===== src/rtl/apb_pkg.sv =====
// Shared APB definitions: master FSM states, default bus widths and a
// helper for sizing counters. Also consumed by the APB RAM slave.
package apb_pkg;

    localparam int APB_ADDR_WIDTH = 32;
    localparam int APB_DATA_WIDTH = 32;

    typedef enum logic [1:0] {
        IDLE   = 2'd0,
        SETUP  = 2'd1,
        ACCESS = 2'd2,
        RESP   = 2'd3
    } apb_master_state_t;

    // Bits needed to hold 0..limit; never narrower than one bit so a
    // disabled (zero) limit still yields a legal vector.
    function automatic int cnt_width(input int limit);
        return (limit < 1) ? 1 : $clog2(limit + 1);
    endfunction

endpackage


===== src/rtl/apb_master_bridge_if.sv =====
// Request/response handshake plus APB bus signals of the master bridge.
// "master" is the bridge's view; "slave" is the view of whatever sits
// around it (command source, response sink and APB completer).
interface apb_master_bridge_if
    import apb_pkg::*;
#(
    parameter int ADDR_WIDTH = APB_ADDR_WIDTH,
    parameter int DATA_WIDTH = APB_DATA_WIDTH
) ();

    // Command channel
    logic                  cmd_valid;
    logic                  cmd_ready;
    logic [ADDR_WIDTH-1:0] cmd_addr;
    logic                  cmd_write;
    logic [DATA_WIDTH-1:0] cmd_wdata;

    // Response channel
    logic                  rsp_valid;
    logic                  rsp_ready;
    logic [DATA_WIDTH-1:0] rsp_rdata;
    logic                  rsp_err;
    logic                  rsp_timeout;

    // APB bus
    logic [ADDR_WIDTH-1:0] PADDR;
    logic                  PSEL;
    logic                  PENABLE;
    logic                  PWRITE;
    logic [DATA_WIDTH-1:0] PWDATA;
    logic [DATA_WIDTH-1:0] PRDATA;
    logic                  PREADY;
    logic                  PSLVERR;

    modport master (
        input  cmd_valid, cmd_addr, cmd_write, cmd_wdata,
        output cmd_ready,
        output rsp_valid, rsp_rdata, rsp_err, rsp_timeout,
        input  rsp_ready,
        output PADDR, PSEL, PENABLE, PWRITE, PWDATA,
        input  PRDATA, PREADY, PSLVERR
    );

    modport slave (
        output cmd_valid, cmd_addr, cmd_write, cmd_wdata,
        input  cmd_ready,
        input  rsp_valid, rsp_rdata, rsp_err, rsp_timeout,
        output rsp_ready,
        input  PADDR, PSEL, PENABLE, PWRITE, PWDATA,
        output PRDATA, PREADY, PSLVERR
    );

endinterface


===== src/rtl/apb_timeout_counter.sv =====
// Saturating wait-state counter for the ACCESS phase. "expired" flags the
// last wait cycle a transfer may spend before being forcibly terminated.
module apb_timeout_counter
    import apb_pkg::*;
#(
    parameter int TIMEOUT_CYCLES = 16
) (
    input  logic clk,
    input  logic rst_n,
    input  logic clear,
    input  logic enable,
    output logic expired
);

    localparam int            CW    = cnt_width(TIMEOUT_CYCLES);
    localparam logic [CW-1:0] LIMIT = CW'(TIMEOUT_CYCLES);

    logic [CW-1:0] count_q;
    logic [CW-1:0] count_d;

    // Next count: clear wins, otherwise count up and stick at the limit.
    always_comb begin
        count_d = count_q;
        if (clear) begin
            count_d = '0;
        end else if (enable && (count_q != LIMIT)) begin
            count_d = count_q + 1'b1;
        end
    end

    // Count register with synchronous active-low reset.
    always_ff @(posedge clk) begin
        if (!rst_n) begin
            count_q <= '0;
        end else begin
            count_q <= count_d;
        end
    end

    // A zero limit disables the timeout entirely.
    generate
        if (TIMEOUT_CYCLES > 0) begin : g_timeout_on
            localparam logic [CW-1:0] LAST = CW'(TIMEOUT_CYCLES - 1);
            assign expired = (count_q == LAST);
        end else begin : g_timeout_off
            assign expired = 1'b0;
        end
    endgenerate

endmodule


===== src/rtl/apb_master_bridge.sv =====
// APB requester: accepts one command at a time, runs SETUP/ACCESS on the
// APB bus and returns read data / error status on a response channel.
// Every output is driven straight from a flop.
module apb_master_bridge
    import apb_pkg::*;
#(
    parameter int ADDR_WIDTH     = APB_ADDR_WIDTH,
    parameter int DATA_WIDTH     = APB_DATA_WIDTH,
    parameter int TIMEOUT_CYCLES = 16
) (
    input  logic                PCLK,
    input  logic                PRESETn,
    apb_master_bridge_if.master bus
);

    apb_master_state_t     state_q,       state_d;
    logic                  cmd_ready_q,   cmd_ready_d;
    logic                  rsp_valid_q,   rsp_valid_d;
    logic [DATA_WIDTH-1:0] rsp_rdata_q,   rsp_rdata_d;
    logic                  rsp_err_q,     rsp_err_d;
    logic                  rsp_timeout_q, rsp_timeout_d;
    logic [ADDR_WIDTH-1:0] paddr_q,       paddr_d;
    logic                  psel_q,        psel_d;
    logic                  penable_q,     penable_d;
    logic                  pwrite_q,      pwrite_d;
    logic [DATA_WIDTH-1:0] pwdata_q,      pwdata_d;

    logic cmd_accept;
    logic wait_clear;
    logic wait_enable;
    logic wait_expired;

    assign cmd_accept  = (state_q == IDLE) && bus.cmd_valid && cmd_ready_q;
    // Counter restarts when a command is taken, so it reads 0 in SETUP.
    assign wait_clear  = cmd_accept;
    assign wait_enable = (state_q == ACCESS) && !bus.PREADY;

    apb_timeout_counter #(
        .TIMEOUT_CYCLES(TIMEOUT_CYCLES)
    ) u_timeout (
        .clk     (PCLK),
        .rst_n   (PRESETn),
        .clear   (wait_clear),
        .enable  (wait_enable),
        .expired (wait_expired)
    );

    // Next-state and next-output decode for the transfer FSM.
    always_comb begin
        state_d       = state_q;
        cmd_ready_d   = cmd_ready_q;
        rsp_valid_d   = rsp_valid_q;
        rsp_rdata_d   = rsp_rdata_q;
        rsp_err_d     = rsp_err_q;
        rsp_timeout_d = rsp_timeout_q;
        paddr_d       = paddr_q;
        psel_d        = psel_q;
        penable_d     = penable_q;
        pwrite_d      = pwrite_q;
        pwdata_d      = pwdata_q;

        case (state_q)
            IDLE: begin
                cmd_ready_d = 1'b1;
                rsp_valid_d = 1'b0;
                psel_d      = 1'b0;
                penable_d   = 1'b0;
                if (cmd_accept) begin
                    paddr_d     = bus.cmd_addr;
                    pwrite_d    = bus.cmd_write;
                    // Reads put a clean zero on PWDATA.
                    pwdata_d    = bus.cmd_write ? bus.cmd_wdata : '0;
                    psel_d      = 1'b1;
                    cmd_ready_d = 1'b0;
                    state_d     = SETUP;
                end
            end

            SETUP: begin
                penable_d = 1'b1;
                state_d   = ACCESS;
            end

            ACCESS: begin
                // PREADY is checked first: a completion on the timeout
                // edge is still a normal completion.
                if (bus.PREADY) begin
                    rsp_rdata_d   = pwrite_q ? '0 : bus.PRDATA;
                    rsp_err_d     = bus.PSLVERR;
                    rsp_timeout_d = 1'b0;
                    rsp_valid_d   = 1'b1;
                    psel_d        = 1'b0;
                    penable_d     = 1'b0;
                    state_d       = RESP;
                end else if (wait_expired) begin
                    rsp_rdata_d   = '0;
                    rsp_err_d     = 1'b1;
                    rsp_timeout_d = 1'b1;
                    rsp_valid_d   = 1'b1;
                    psel_d        = 1'b0;
                    penable_d     = 1'b0;
                    state_d       = RESP;
                end
            end

            RESP: begin
                if (bus.rsp_ready) begin
                    rsp_valid_d = 1'b0;
                    cmd_ready_d = 1'b1;
                    state_d     = IDLE;
                end
            end

            default: begin
                state_d = IDLE;
            end
        endcase
    end

    // State and output registers; reset releases the bus and drops any
    // transfer in flight.
    always_ff @(posedge PCLK) begin
        if (!PRESETn) begin
            state_q       <= IDLE;
            cmd_ready_q   <= 1'b0;
            rsp_valid_q   <= 1'b0;
            rsp_rdata_q   <= '0;
            rsp_err_q     <= 1'b0;
            rsp_timeout_q <= 1'b0;
            paddr_q       <= '0;
            psel_q        <= 1'b0;
            penable_q     <= 1'b0;
            pwrite_q      <= 1'b0;
            pwdata_q      <= '0;
        end else begin
            state_q       <= state_d;
            cmd_ready_q   <= cmd_ready_d;
            rsp_valid_q   <= rsp_valid_d;
            rsp_rdata_q   <= rsp_rdata_d;
            rsp_err_q     <= rsp_err_d;
            rsp_timeout_q <= rsp_timeout_d;
            paddr_q       <= paddr_d;
            psel_q        <= psel_d;
            penable_q     <= penable_d;
            pwrite_q      <= pwrite_d;
            pwdata_q      <= pwdata_d;
        end
    end

    assign bus.cmd_ready   = cmd_ready_q;
    assign bus.rsp_valid   = rsp_valid_q;
    assign bus.rsp_rdata   = rsp_rdata_q;
    assign bus.rsp_err     = rsp_err_q;
    assign bus.rsp_timeout = rsp_timeout_q;
    assign bus.PADDR       = paddr_q;
    assign bus.PSEL        = psel_q;
    assign bus.PENABLE     = penable_q;
    assign bus.PWRITE      = pwrite_q;
    assign bus.PWDATA      = pwdata_q;

endmodule


===== src/flat_wrapper.sv =====
// flat-port wrapper written by rule: the top's interface ports become plain ports
module apb_master_bridge_flat import apb_pkg::*;
#(
    parameter int ADDR_WIDTH     = APB_ADDR_WIDTH,
    parameter int DATA_WIDTH     = APB_DATA_WIDTH,
    parameter int TIMEOUT_CYCLES = 16
)
  (PCLK, PRESETn, bus_cmd_valid, bus_cmd_addr, bus_cmd_write, bus_cmd_wdata, bus_cmd_ready, bus_rsp_valid, bus_rsp_rdata, bus_rsp_err, bus_rsp_timeout, bus_rsp_ready, bus_PADDR, bus_PSEL, bus_PENABLE, bus_PWRITE, bus_PWDATA, bus_PRDATA, bus_PREADY, bus_PSLVERR);
  apb_master_bridge_if #(.ADDR_WIDTH(ADDR_WIDTH), .DATA_WIDTH(DATA_WIDTH)) bus_i ();
  input  logic PCLK;
  input  logic PRESETn;
  input wire logic [$bits(bus_i.cmd_valid)-1:0] bus_cmd_valid;
  input wire logic [$bits(bus_i.cmd_addr)-1:0] bus_cmd_addr;
  input wire logic [$bits(bus_i.cmd_write)-1:0] bus_cmd_write;
  input wire logic [$bits(bus_i.cmd_wdata)-1:0] bus_cmd_wdata;
  output wire logic [$bits(bus_i.cmd_ready)-1:0] bus_cmd_ready;
  output wire logic [$bits(bus_i.rsp_valid)-1:0] bus_rsp_valid;
  output wire logic [$bits(bus_i.rsp_rdata)-1:0] bus_rsp_rdata;
  output wire logic [$bits(bus_i.rsp_err)-1:0] bus_rsp_err;
  output wire logic [$bits(bus_i.rsp_timeout)-1:0] bus_rsp_timeout;
  input wire logic [$bits(bus_i.rsp_ready)-1:0] bus_rsp_ready;
  output wire logic [$bits(bus_i.PADDR)-1:0] bus_PADDR;
  output wire logic [$bits(bus_i.PSEL)-1:0] bus_PSEL;
  output wire logic [$bits(bus_i.PENABLE)-1:0] bus_PENABLE;
  output wire logic [$bits(bus_i.PWRITE)-1:0] bus_PWRITE;
  output wire logic [$bits(bus_i.PWDATA)-1:0] bus_PWDATA;
  input wire logic [$bits(bus_i.PRDATA)-1:0] bus_PRDATA;
  input wire logic [$bits(bus_i.PREADY)-1:0] bus_PREADY;
  input wire logic [$bits(bus_i.PSLVERR)-1:0] bus_PSLVERR;
  assign bus_i.cmd_valid = bus_cmd_valid;
  assign bus_i.cmd_addr = bus_cmd_addr;
  assign bus_i.cmd_write = bus_cmd_write;
  assign bus_i.cmd_wdata = bus_cmd_wdata;
  assign bus_cmd_ready = bus_i.cmd_ready;
  assign bus_rsp_valid = bus_i.rsp_valid;
  assign bus_rsp_rdata = bus_i.rsp_rdata;
  assign bus_rsp_err = bus_i.rsp_err;
  assign bus_rsp_timeout = bus_i.rsp_timeout;
  assign bus_i.rsp_ready = bus_rsp_ready;
  assign bus_PADDR = bus_i.PADDR;
  assign bus_PSEL = bus_i.PSEL;
  assign bus_PENABLE = bus_i.PENABLE;
  assign bus_PWRITE = bus_i.PWRITE;
  assign bus_PWDATA = bus_i.PWDATA;
  assign bus_i.PRDATA = bus_PRDATA;
  assign bus_i.PREADY = bus_PREADY;
  assign bus_i.PSLVERR = bus_PSLVERR;
  apb_master_bridge #(.ADDR_WIDTH(ADDR_WIDTH), .DATA_WIDTH(DATA_WIDTH), .TIMEOUT_CYCLES(TIMEOUT_CYCLES)) u_core (.PCLK(PCLK), .PRESETn(PRESETn), .bus(bus_i));
endmodule

===== config.mk =====
export PLATFORM = sky130hd
export DESIGN_NAME = apb_master_bridge_flat
export DESIGN_NICKNAME = d
export VERILOG_FILES = /design/src/rtl/apb_pkg.sv /design/src/rtl/apb_master_bridge_if.sv /design/src/rtl/apb_timeout_counter.sv /design/src/rtl/apb_master_bridge.sv /design/src/flat_wrapper.sv
export SDC_FILE = /design/constraint.sdc
export NUM_CORES = 1
export LEC_CHECK = 0
export BUFFER_PORTS_ARGS = -buffer_cell sky130_fd_sc_hd__buf_2
export CORE_UTILIZATION = 48
export DETAILED_ROUTE_END_ITERATION = 10
export GPL_ROUTABILITY_DRIVEN = 0
export PLACE_DENSITY = 0.93
export SYNTH_ARGS = -nofsm -noshare
export SYNTH_HDL_FRONTEND = slang
export SYNTH_SLANG_ARGS = --single-unit

===== constraint.sdc =====
create_clock -name PCLK -period 3.02 [get_ports PCLK]
set_clock_uncertainty 0.1 [all_clocks]
set_input_delay 0.453 -clock PCLK [delete_from_list [all_inputs] [get_ports PCLK]]
set_output_delay 0.453 -clock PCLK [all_outputs]
set_load 0.02 [all_outputs]

[Word level (Yosys, flattened, before mapping)]
Index checks and enable logic that the tools add are counted.
Cells by class
  $add $sub $neg: 1
  multiply operators: 0
  div/mod/pow operators: 0
  magnitude comparators: 0
  equality and inequality tests: 8
  shift operators: 0
  mux-type cells: 23
  bitwise gates (word level): 1
  reductions and logical operators: 19
Operators with widths (number)
  32-bit 2-to-1 mux: 4
  1-bit 2-to-1 mux: 10
  2-bit AND reduction: 5
  2-bit 2-to-1 mux: 4
  2-bit case mux with 4 select lines: 1
  1-bit case mux with 3 select lines: 2
  3-bit AND reduction: 2
  2-bit nonzero test: 3
  3-bit nonzero test: 2
  5-bit by 1-bit adder with 5-bit output (second input constant): 1
  5-bit by 4-bit == test with 1-bit output (second input constant): 1
  5-bit inequality test (second input constant): 1
  2-bit == test (second input constant): 2
  1-bit logical AND: 4
  1-bit case mux with 2 select lines: 2
  3-bit inequality test (second input constant): 1
  2-bit by 1-bit == test with 1-bit output (second input constant): 1
  2-bit zero test: 1
  2-bit by 1-bit inequality test with 1-bit output (second input constant): 1
  2-bit inequality test (second input constant): 1
  2-bit OR reduction: 1
  1-bit zero test: 1
  1-bit NOT: 1
Word-level totals
  bits in registers: 110
  bits in latches: 0
  RAM bits: 0
  ROM bits: 0
  input port bits: 103
  output and inout port bits: 103
  word-level logic and storage cells: 64
  memories: 0

[Depth between registers and ports, before layout]
  depth after elaboration: 5
  mapped depth: 8
  gate-level depth less buffers: 6

[By module]
Synthesis repeated with hierarchy kept, for this count alone.
Second synthesis, totals
  cell total of the unflattened synthesis: 510
  area total of the unflattened synthesis: 4214.0 um^2
Modules (own cells, without submodules)
  apb_master_bridge: times used 1, cells each 480, area each 3922.5 um^2, sequential area each 2102.0 um^2
  apb_timeout_counter: times used 1, cells each 30, area each 291.5 um^2, sequential area each 100.1 um^2

[Least setup slack after synthesis]
Ideal clock, no wire load.
  kind: register -> register
  start: reg u_core.state_q[0]
  end: reg u_core.pwdata_q[10], in the netlist u_core.bus.PWDATA[10]
  arrival time: 1.575 ns
  data required time: 2.803 ns
  slack: 1.228 ns
  cell stages (with the launch flop): 9
  path buffers: 3
  clock period less this slack: 1.792 ns
  path through: dfxtp_1 inv_1 ha_1 and3_1 buf_6 and3_4 buf_6 buf_6 a22o_1
Between the ends
  cells in the longest elaborated chain, start to end: 4
Ends and longest elaborated chain
  start, declared: line apb_master_bridge.sv:16  | apb_master_state_t state_q, state_d;
  start signal, assigned: line apb_master_bridge.sv:136  | state_q <= state_d;
  2-bit zero test *: line apb_master_bridge.sv:33, apb_master_bridge.sv:62
  1-bit logical AND (2 in a row): line apb_master_bridge.sv:33  | assign cmd_accept = (state_q == IDLE) && bus.cmd_valid && cmd_ready_q;
  2-bit AND reduction (no source line) *
  end signal, assigned: line apb_master_bridge.sv:146  | pwdata_q <= pwdata_d;
  end, declared: line apb_master_bridge.sv:26  | logic [DATA_WIDTH-1:0] pwdata_q, pwdata_d;
Mark *: on every way between the ends. The rest lies on a longest branch, timed or not.
A chain may end at the register's enable or synchronous reset.

[Final worst setup path]
  start: reg u_core.state_q[0]
  end: reg u_core.paddr_q[24], in the netlist u_core.bus.PADDR[24]
Between the ends
  cells in the longest elaborated chain, start to end: 4
Ends and longest elaborated chain
  2-bit zero test *: line apb_master_bridge.sv:33, apb_master_bridge.sv:62
  1-bit logical AND (2 in a row): line apb_master_bridge.sv:33
  2-bit AND reduction (no source line) *
  end signal, assigned: line apb_master_bridge.sv:142  | paddr_q <= paddr_d;
  end, declared: line apb_master_bridge.sv:22  | logic [ADDR_WIDTH-1:0] paddr_q, paddr_d;
Marks and branches as above.

==> impl_metrics.tcl <==
set metrics [dict create \
    ys_types 36 \
    min_to "u_core.bus.PWDATA[14]$_SDFFE_PN0P_" \
    drive_gt1_share_pct 37.28 \
    worst_pin_slew_ps 676.3 \
    p_switching_mw 1.195 \
    synthTopCellsByArea "dfxtp_1 (55%), nand2_1 (9.5%), a21oi_1 (8.8%), a22o_1 (7.0%), nand3_1 (4.5%)" \
    switching_share_pct 33.93 \
    clock_path_buffers 2 \
    cap_violations 0 \
    drc 0 \
    cts_resized 0 \
    min_period_over_period_pct 66.71 \
    finalCriticalPeriod_ps 2015 \
    yosys_register_bits 110 \
    status "completed" \
    cts_hold_buf 0 \
    finalSetupViolCount 0 \
    core_region_area_um2 7888 \
    combPwrFrac_pct 26.0 \
    max_freq_ghz 0.4964 \
    grt_usage_pct 24.75 \
    cts_setup_buffers 0 \
    grt-ovfl-total 0 \
    fin_nets 738 \
    drt_iter0_markers 185 \
    clock-root-buffer "clkbuf_8" \
    die_area_um2 8660 \
    path_clk_slew_ps 120 \
    syn_to_final_growth_pct 31.22 \
    diodes 0 \
    cp_slowest_stage_delay_ps 470 \
    drv_slew 0 \
    io_buffers 205 \
    critPathArrivalTime_ps 2180 \
    synth_top_area_share_pct 55.33 \
    worst_setup_path_start_kind "flip-flop" \
    r2r-start "u_core.state_q[0]$_SDFFE_PN0P_" \
    wire_per_inst_um 14.64 \
    tritoncts "yes" \
    core.rowCount 32 \
    crit_path_max_fanout 22 \
    clk_latency_ps 360 \
    r2r_cells 6 \
    grt_setup_unrepaired "no" \
    numCtsBuffers 9 \
    hold_viol 0 \
    grt_antenna_before_repair 0 \
    cpLargestDelayFamily "simple AND/OR/NAND/NOR gates" \
    synth_top_area_cell "dfxtp_1" \
    grt_pass1_vias 3577 \
    cp-end-kind "flip-flop" \
    antenna_left 0 \
    netlist_area_um2 3980 \
    synth.net_count 549 \
    grt_pass1_wl_mm 16.90 \
    drt-pass1-iter-count 5 \
    vdd_drop_max_uv 484.6 \
    ys_warn_count 0 \
    numClockSinks 110 \
    die_w_um 93.06 \
    clkPwrFrac_pct 26.4 \
    synth_area_per_cell_um2 9.066 \
    crit_chain "inv_1 -> ha_1 -> nand3_1 -> buf_4 -> nand2_1 -> a21oi_1" \
    slew_headroom_pct 54.30 \
    io_pins 206 \
    power_density_nw_per_um2 674.4 \
    worstHoldStart "bus_cmd_wdata[14]" \
    cp.required_ps 3190 \
    worst-r2r-setup-slack_ps 1010 \
    power.total_mw 3.522 \
    cp_num_buf_inv 2 \
    start_util_pct 50.46 \
    p_leak_nw 2.437 \
    cts_max_level 3 \
    synthCells 439 \
    die_y_um 93.06 \
    ys_seq_area_share_pct 55.33 \
    critPathKind "flip-flop to flip-flop" \
    via_count 3871 \
    fin_tns_setup_ps 0 \
    viasPerCell 5.267 \
    internal_power_mw 2.327 \
    dp_hpwl_mm 7.924 \
    finalWirelength_mm 10.76 \
    min_path_cells 2 \
    crit_start "u_core.state_q[0]$_SDFFE_PN0P_" \
    crit_slowest_cell "nand3_1" \
    grt_max_degree 44 \
    r2r-end "u_core.bus.PADDR[24]$_SDFFE_PN0P_" \
    seqPwrFrac_pct 47.6 \
    hp-class "input pin to flip-flop" \
]
-- cells in the mapped netlist --
cell,n
a211oi_1,2
a21o_1,1
a21oi_1,70
a221o_1,1
a221oi_1,1
a22o_1,32
a32oi_1,1
and3_1,2
and3_4,1
buf_2,18
buf_6,5
clkbuf_1,11
dfxtp_1,110
ha_1,7
inv_1,7
inv_2,1
mux2i_1,1
nand2_1,101
nand2b_1,1
nand2b_4,1
nand3_1,36
nand3b_1,1
nand4bb_1,1
nor2_1,7
nor2b_1,3
nor3b_1,1
nor4bb_1,1
o21a_1,1
o21ai_0,6
o21ai_1,1
o221a_2,1
o22ai_1,1
o31ai_1,1
or3_1,1
or3b_2,1
or4_1,2
-- routing by layer --
metal	track usage, %	vias up	routed length [um]
li1	-	1888	-
met1	28.13	1807	4217
met2	45.71	154	5734
met3	5.041	22	559
met4	8.462	0	247
met5	0	-	0
-- sequential cells by signal (all words and copies together) (netlist names) --
name                      count
u_core.u_timeout.count_q      5
u_core.bus.rsp_timeout        1
u_core.bus.PWRITE             1
u_core.bus.cmd_ready          1
u_core.bus.PENABLE            1
u_core.bus.rsp_valid          1
u_core.bus.rsp_err            1
u_core.bus.PWDATA            32
u_core.state_q                2
u_core.bus.rsp_rdata         32
u_core.bus.PADDR             32
u_core.bus.PSEL               1
-- final cells by class --
cell class              instances  area [um2]
clock buffers                   9       123.9
clock inverters                 7       91.34
fillers                       644        2665
inverters                       8       30.03
multi-input cells             287        1569
flip-flops and latches        110        2202
well taps                     102       127.6
repair buffers                212        1079
-- metrics by stage --
stage	setup slack (ps)	hold WS [ps]	cell area (um2)	instances	util, %
after global routing	806.6	180.4	5223	735	66.21
after detailed placement	1031	342.3	5007	719	63.48
after CTS	988.3	187.0	5223	735	66.21
final	1005	198.5	5223	735	66.21
after floorplan	1228	367.7	3980	439	-
after global placement	1138	334.3	5007	719	63.48
-- kinds of logic (layout without fill, tap and decap cells) --
logic type / count (synthesis) / after routing / share of synthesized area, %
buf+inv: 42 / 236 / 5.470
flops: 110 / 110 / 55.33
mux: 1 / 1 / 0.2515
simple gates: 160 / 160 / 17.95
fa+ha+maj: 7 / 7 / 2.200
compound gates: 119 / 119 / 18.80
-- how the worst max path moves through the flow --
stage	end	slack (ps)	cells after the start
detailed placement	u_core.bus.PADDR[24]$_SDFFE_PN0P_	1030	6
global route	u_core.bus.PADDR[24]$_SDFFE_PN0P_	810	6
global placement	u_core.bus.PADDR[22]$_SDFFE_PN0P_	1140	6
finish	u_core.bus.PADDR[24]$_SDFFE_PN0P_	1010	6
CTS	u_core.bus.PADDR[24]$_SDFFE_PN0P_	990	6
floorplan	u_core.bus.PWDATA[10]$_SDFFE_PN0P_	1230	8
-- layout by cell type, fill, tap and decap left out, types with 6 or more instances in the layout --
cell	n
buf_2	205
buf_4	7
nand3_1	36
nand2_1	101
nor2_1	6
a21oi_1	70
a22o_1	32
clkbuf_8	9
dfxtp_1	110
ha_1	7
o21ai_0	6
inv_1	7
-- power by group through the flow --
stage	registers [mW]	clock network (mW)	logic (mW)
floorplan	1.86	0	0.471
global placement	1.70	0	0.886
detailed placement	1.71	0	0.916
CTS	1.68	0.947	0.920
global route	1.69	1.03	1.01
finish	1.68	0.930	0.915
Power figures use the tool's default switching activity.
